[src/rtl/fn_sw_n.sv]
// fn_sw_n: single-stage registered ALU with a valid/ready handshake on both
// sides, an accumulate mode that feeds the result register back as operand A,
// and a wrapping count of accepted operations.
module fn_sw_n #(
  parameter int WIDTH = 8,
  parameter int CNT_W = 16
) (
  input  logic             clk,
  input  logic             rst,
  input  logic             in_valid,
  output logic             in_ready,
  input  logic [WIDTH-1:0] a,
  input  logic [WIDTH-1:0] b,
  input  logic [2:0]       sel,
  input  logic             acc,
  output logic             out_valid,
  input  logic             out_ready,
  output logic [WIDTH-1:0] y,
  output logic             cout,
  output logic             zero,
  output logic [CNT_W-1:0] op_cnt
);

  typedef enum logic [2:0] {
    OP_AND  = 3'b000,
    OP_OR   = 3'b001,
    OP_XOR  = 3'b010,
    OP_XNOR = 3'b011,
    OP_ADD  = 3'b100,
    OP_SUB  = 3'b101,
    OP_NOT  = 3'b110,
    OP_LOAD = 3'b111
  } op_e;

  logic [WIDTH-1:0] op_a;
  logic [WIDTH:0]   sum_ext;
  logic [WIDTH:0]   diff_ext;
  logic [WIDTH-1:0] res;
  logic             res_c;
  logic             accept;

  // The output slot is free when empty or being drained this same cycle;
  // depends only on registered state and out_ready, never on in_valid.
  assign in_ready = !out_valid || out_ready;
  assign accept   = in_valid && in_ready;

  // Operand selection and result/carry computation for every select code.
  // The extra top bit of the widened add/sub is the carry or, for
  // subtraction, the unsigned borrow (set exactly when op_a < b).
  always_comb begin
    op_a     = acc ? y : a;
    sum_ext  = {1'b0, op_a} + {1'b0, b};
    diff_ext = {1'b0, op_a} - {1'b0, b};
    res      = '0;
    res_c    = 1'b0;
    case (op_e'(sel))
      OP_AND:  res = op_a & b;
      OP_OR:   res = op_a | b;
      OP_XOR:  res = op_a ^ b;
      OP_XNOR: res = ~(op_a ^ b);
      OP_ADD: begin
        res   = sum_ext[WIDTH-1:0];
        res_c = sum_ext[WIDTH];
      end
      OP_SUB: begin
        res   = diff_ext[WIDTH-1:0];
        res_c = diff_ext[WIDTH];
      end
      OP_NOT:  res = ~op_a;
      default: res = b;
    endcase
  end

  // Result register, handshake state and operation counter; reset wins over
  // a simultaneous accept, and a consume without accept keeps y/cout/zero.
  always_ff @(posedge clk) begin
    if (rst) begin
      y         <= '0;
      cout      <= 1'b0;
      zero      <= 1'b1;
      out_valid <= 1'b0;
      op_cnt    <= '0;
    end else if (accept) begin
      y         <= res;
      cout      <= res_c;
      zero      <= (res == '0);
      out_valid <= 1'b1;
      op_cnt    <= op_cnt + CNT_W'(1);
    end else if (out_ready) begin
      out_valid <= 1'b0;
    end
  end

endmodule

[config.mk]
export PLATFORM = sky130hd
export DESIGN_NAME = fn_sw_n
export DESIGN_NICKNAME = d
export VERILOG_FILES = /design/src/rtl/fn_sw_n.sv
export SDC_FILE = /design/constraint.sdc
export NUM_CORES = 1
export LEC_CHECK = 0
export BUFFER_PORTS_ARGS = -buffer_cell sky130_fd_sc_hd__buf_2
export CORE_MARGIN = 8
export CORE_UTILIZATION = 45
export DETAILED_ROUTE_END_ITERATION = 12
export GPL_ROUTABILITY_DRIVEN = 0
export PLACE_DENSITY = 0.67
export SYNTH_ARGS = -nofsm -noshare
export SYNTH_HDL_FRONTEND = slang
export SYNTH_SLANG_ARGS = --single-unit
[constraint.sdc]
create_clock -name clk -period 2.87 [get_ports clk]
set_input_delay 0.287 -clock clk [delete_from_list [all_inputs] [get_ports clk]]
set_output_delay 0.287 -clock clk [all_outputs]
set_load 0.01 [all_outputs]
# Yosys cells after proc, flatten, opt, wreduce, memory -nomap -nowiden
# Index checks and enable logic that the tools add are counted.
word_totals:
  input_bits: 24
  ff_bits: 27
classes:
  n_eq_ne: 6
  bitwise: 5
  reduce_logical: 6
  n_addsub: 3
  muxes: 5
op_table:
  columns: ["op", "n"]
  rows:
  - ["$pmux W8 S7", 1]
  - ["$add A16 B1 Y16 const B", 1]
  - ["$not A8 Y8", 2]
  - ["$add A8 B8 Y9", 1]
  - ["$eq A3 B3 Y1 const B", 3]
  - ["$sub A8 B8 Y9", 1]
  - ["$and A8 B8 Y8", 1]
  - ["$logic_not A8 Y1", 1]
  - ["$mux W8", 1]
  - ["$or A8 B8 Y8", 1]
  - ["$xor A8 B8 Y8", 1]
  - ["$eq A3 B2 Y1 const B", 2]
  - ["$eq A3 B1 Y1 const B", 1]
  - ["$logic_not A3 Y1", 1]
  - ["$mux W1", 2]
  - ["$pmux W1 S2", 1]
  - ["$reduce_bool A2 Y1", 1]
  - ["$logic_and A1 B1 Y1", 1]
  - ["$logic_not A1 Y1", 1]
  - ["$logic_or A1 B1 Y1", 1]

# Logic depth before layout (Yosys ltp)
logic_depth:
  depth_word: 5
  mapped_depth: 12

# Worst setup path after synthesis
# OpenSTA, ideal clock, no wires.
synth_path:
  kind: "in2reg"
  from: "input acc"
  to: "register zero"
  cell_stages: 12
  t_arrival_ps: 2491
  path_buffers: 1
  t_required_ps: 2801
  setup_slack_ps: 310
  cell_sequence: "buf_6 -> mux2i_1 -> inv_1 -> ha_1 -> fa_1 -> xnor2_1 -> a2111oi_0 -> or4_4 -> a21oi_2 -> and4bb_1 -> nand3_1 -> o21ai_1"
synth_between:
  elab_chain_len: 5
  elab_cells_between_ends: 10
synth_lines:
  columns: ["element", "line", "text"]
  rows:
  - ["from (decl)", "15", "input logic acc,"]
  - ["$mux W8 (*)", "51", "op_a = acc ? y : a;"]
  - ["parallel branches: the longest is 2 deep, another holds $sub A8 B8 Y9", null, null]
  - ["$pmux W8 S7 (*)", "56", "case (op_e'(sel))"]
  - ["$logic_not A8 Y1 (*)", "86", "zero <= (res == '0);"]
  - ["to (signal assigned)", "86", null]
  - ["to (decl)", "20", "output logic zero,"]
# Mark *: on every way between the ends.
# A chain may end at the register's enable or synchronous reset.

# Final worst setup path
layout_path:
  from: "register y[0]"
  to: "register zero"
layout_between:
  elab_chain_len: 5
  elab_cells_between_ends: 10
layout_lines:
  columns: ["element", "line", "text"]
  rows:
  - ["from (decl)", "18", "output logic [WIDTH-1:0] y,"]
  - ["from (signal assigned)", "84", "y <= res;"]
  - ["$mux W8 (*)", "51", null]
  - ["parallel branches: the longest is 2 deep, another holds $sub A8 B8 Y9", null, null]
  - ["$pmux W8 S7 (*)", "56", null]
  - ["$logic_not A8 Y1 (*)", "86", null]
# Marks and branches as above.

==> summary.txt <==
Nets@finish: 433
Layout area overhead: 11.6%
Lkg Pwr: 1.34 nW
Max Buffers Root-to-Sink: 2
WL per Instance: 14.5 um
Relative slew slack: 67.4%
DRT iter0 DRCs: 138
Run status: finished, final reports clean
Initial core utilization: 46.8%
Startpoint class of the critical path: register
Clk pin slew, worst setup/hold paths: 0.09 ns
Clk sinks: 27
IO buf count: 51
Max-cap viol count: 0
Num CTS Buffers: 3
Register area share after synthesis: 20.8%
Area of the multi-input gates: 0.00182 mm^2
Antenna Violating Nets Remaining: 0
TritonCTS clock tree: built
R2r setup slk: 0.29 ns
Pwr/cell area: 361 mW/mm^2
Finished Layout Cells: 451
Post-CTS Setup Bufs: 0
Top-Level Pins: 52
Arrival @ worst endpoint: 2.78 ns
# setup viols final: 0
Endpoint class of the critical path: register
FFs w/ async S/R, synth: 0%
Area after DPL: 0.00285 mm^2
Final Util: 52.3%
Setup Total Neg Slack: 0 ns
Post-CTS Resized: 0
Post-Syn Nets: 390
Max VDD drop: 0.208 mV
Reg2Reg Depth: 11
Fin. Hold Viols: 0
Row count: 27
Drt first pass iters: 4
Placed Instances: 447
Hold EP: out_valid$_SDFFE_PP0P_
Initial antenna violation count: 0
Netlist cell types: 59
Fillers: 556
Post-synth top flop: dfxtp_1
GRT overflow: 0
Die area: 0.00845 mm^2
Crit Path Class: register to register
Slowest stage delay, CP: 0.49 ns
First-pass GRT wire length: 10900 um
Post-DP HPWL: 5250 um
Commonest non-fill, non-tap cell in the layout: buf_2
Cts hold-fix bufs: 0
Via density: 5.44
Max Slew Vio Count: 0
Worst flop-to-flop path startpoint: y[0]$_SDFFE_PP0P_
Avg Inst Size Synth: 7.70 um^2
Number of synthesized flops with an enable pin: 0
Core ar.: 0.00554 mm^2
Antenna Cells: 0
Seq cells post-synth: 27
CP max FO: 3
Warnings, synthesis: 0
RSZ-0062 raised after global routing: false
FMAX: 388 MHz
Vias: 2452
CTS HTree Levels: 1
Worst path cell trace: mux2i_1, buf_4, ha_1, fa_1, xnor2_1, o32ai_1, or4_4, a21oi_2, and4bb_1, nand3_1, o21ai_1
CP Data Required Time: 3.07 ns
Die Y: 91.9 um
Hold path startpoint: in_valid
Clk_lat worst skew: 0.27 ns
Crit-path slowest cell: or4_4
Clock tree root buffer cell: clkbuf_8
Post-Route WL: 6530 um
HP Class: input pin to register
Layout cell share with drive strength beyond 1: 19.5%
Reg-to-Reg End: zero$_SDFFE_PP1P_
Commonest cells after routing, fill and taps aside: buf_2 (51), nor2_1 (42), nand2_1 (32)
Die X: 91.9 um
Hold path depth: 3
Synth Cell Area: 0.00259 mm^2
Reg area: 541 um^2
Final period utilization: 89.9%
Vias in the first global route: 2305
Mapped Cells: 337
GRT Util Overall: 14.8%
Drt drc: 0
Crit path max-delay family: simple AND/OR/NAND/NOR gates
Crit path time final: 2.58 ns
Measured slew at the worst slew-check pin: 0.489 ns
CP Buf/Inv Count: 1
Cell area after layout: 0.00290 mm^2
Pin count of the biggest net entering global routing: 36
Worst Skew: 0.00655 ns
==> worst max path at each step <==
stage / startpoint / end / slack, ns / depth (start not counted)
after global routing: y[0]$_SDFFE_PP0P_ / zero$_SDFFE_PP1P_ / 0.07 / 11
after floorplan: acc / zero$_SDFFE_PP1P_ / 0.31 / 12
final: y[0]$_SDFFE_PP0P_ / zero$_SDFFE_PP1P_ / 0.29 / 11
after global placement: acc / zero$_SDFFE_PP1P_ / 0.19 / 12
after CTS: y[0]$_SDFFE_PP0P_ / zero$_SDFFE_PP1P_ / 0.29 / 11
after detailed placement: acc / zero$_SDFFE_PP1P_ / 0.14 / 12
==> layer usage <==
metal	share of wire (%)	track usage [%]	wire (um)	vias up
met5	0	0	0	-
met4	1.0	3.36	66	0
met3	6.4	2.28	416	6
met2	47	24.7	3100	63
met1	45	19.5	2950	1132
li1	-	-	-	1251
==> worst register-to-register path, stage by stage, from the launching register on <==
cell and delay (ns):
dfxtp_1 0.37, mux2i_1 0.10, buf_4 0.15, ha_1 0.20, fa_1 0.41, xnor2_1 0.16, o32ai_1 0.09, or4_4 0.49
a21oi_2 0.13, and4bb_1 0.20, nand3_1 0.08, o21ai_1 0.14
==> sequential cells by signal, summed over array words and instances, names as in the netlist <==
register   cells
zero           1
out_valid      1
cout           1
op_cnt        16
y              8
==> Yosys cell counts, drive strengths merged (7+ instances only) <==
master  number  area (um^2)
ha          27          338
o21ai       16         80.1
buf          7         48.8
clkbuf      11         81.3
nor2        42          158
a211oi       7         52.6
xnor2       12          105
nand2       33          126
nor3        12         60.1
a21oi       22          114
xor2         9         78.8
dfxtp       27          541
inv         27          101
==> logic make-up after synthesis <==
| family | after synthesis | synth area share (%) |
|---|---|---|
| compound gates | 81 | 20.8 |
| xor+xnor | 21 | 7.09 |
| fa+ha+maj | 29 | 14.6 |
| buf+inv | 46 | 9.07 |
| flops | 27 | 20.8 |
| mux | 12 | 5.55 |
| simple gates | 121 | 22.0 |
==> stage by stage <==
step           setup slack, ns  hold WS [ns]  total power [mW]
2_1_floorplan            0.310         0.416             0.733
3_3_place_gp             0.186         0.467             0.831
3_5_place_dp             0.137         0.473             0.836
4_1_cts                  0.293         0.274              1.05
5_1_grt                 0.0743         0.279              1.12
6_report                 0.290         0.270              1.04
==> power by group <==
group / total (mW) / leakage (nW) / switching, mW / internal, mW
logic: 0.428 / 1.10 / 0.247 / 0.181
clock network: 0.213 / 0.0217 / 0.114 / 0.0982
registers: 0.404 / 0.220 / 0.0134 / 0.391
total: 1.04 / 1.34 / 0.374 / 0.671
==> layout make-up <==
class,count,share of cell area [%]
clock buffers,3,1.43
inverters,28,3.63
multi-input cells,264,62.8
clock inverters,1,0.259
flip-flops and latches,27,18.7
repair buffers,56,10.1
well taps,72,3.11
(Power assumes the default switching activity.)
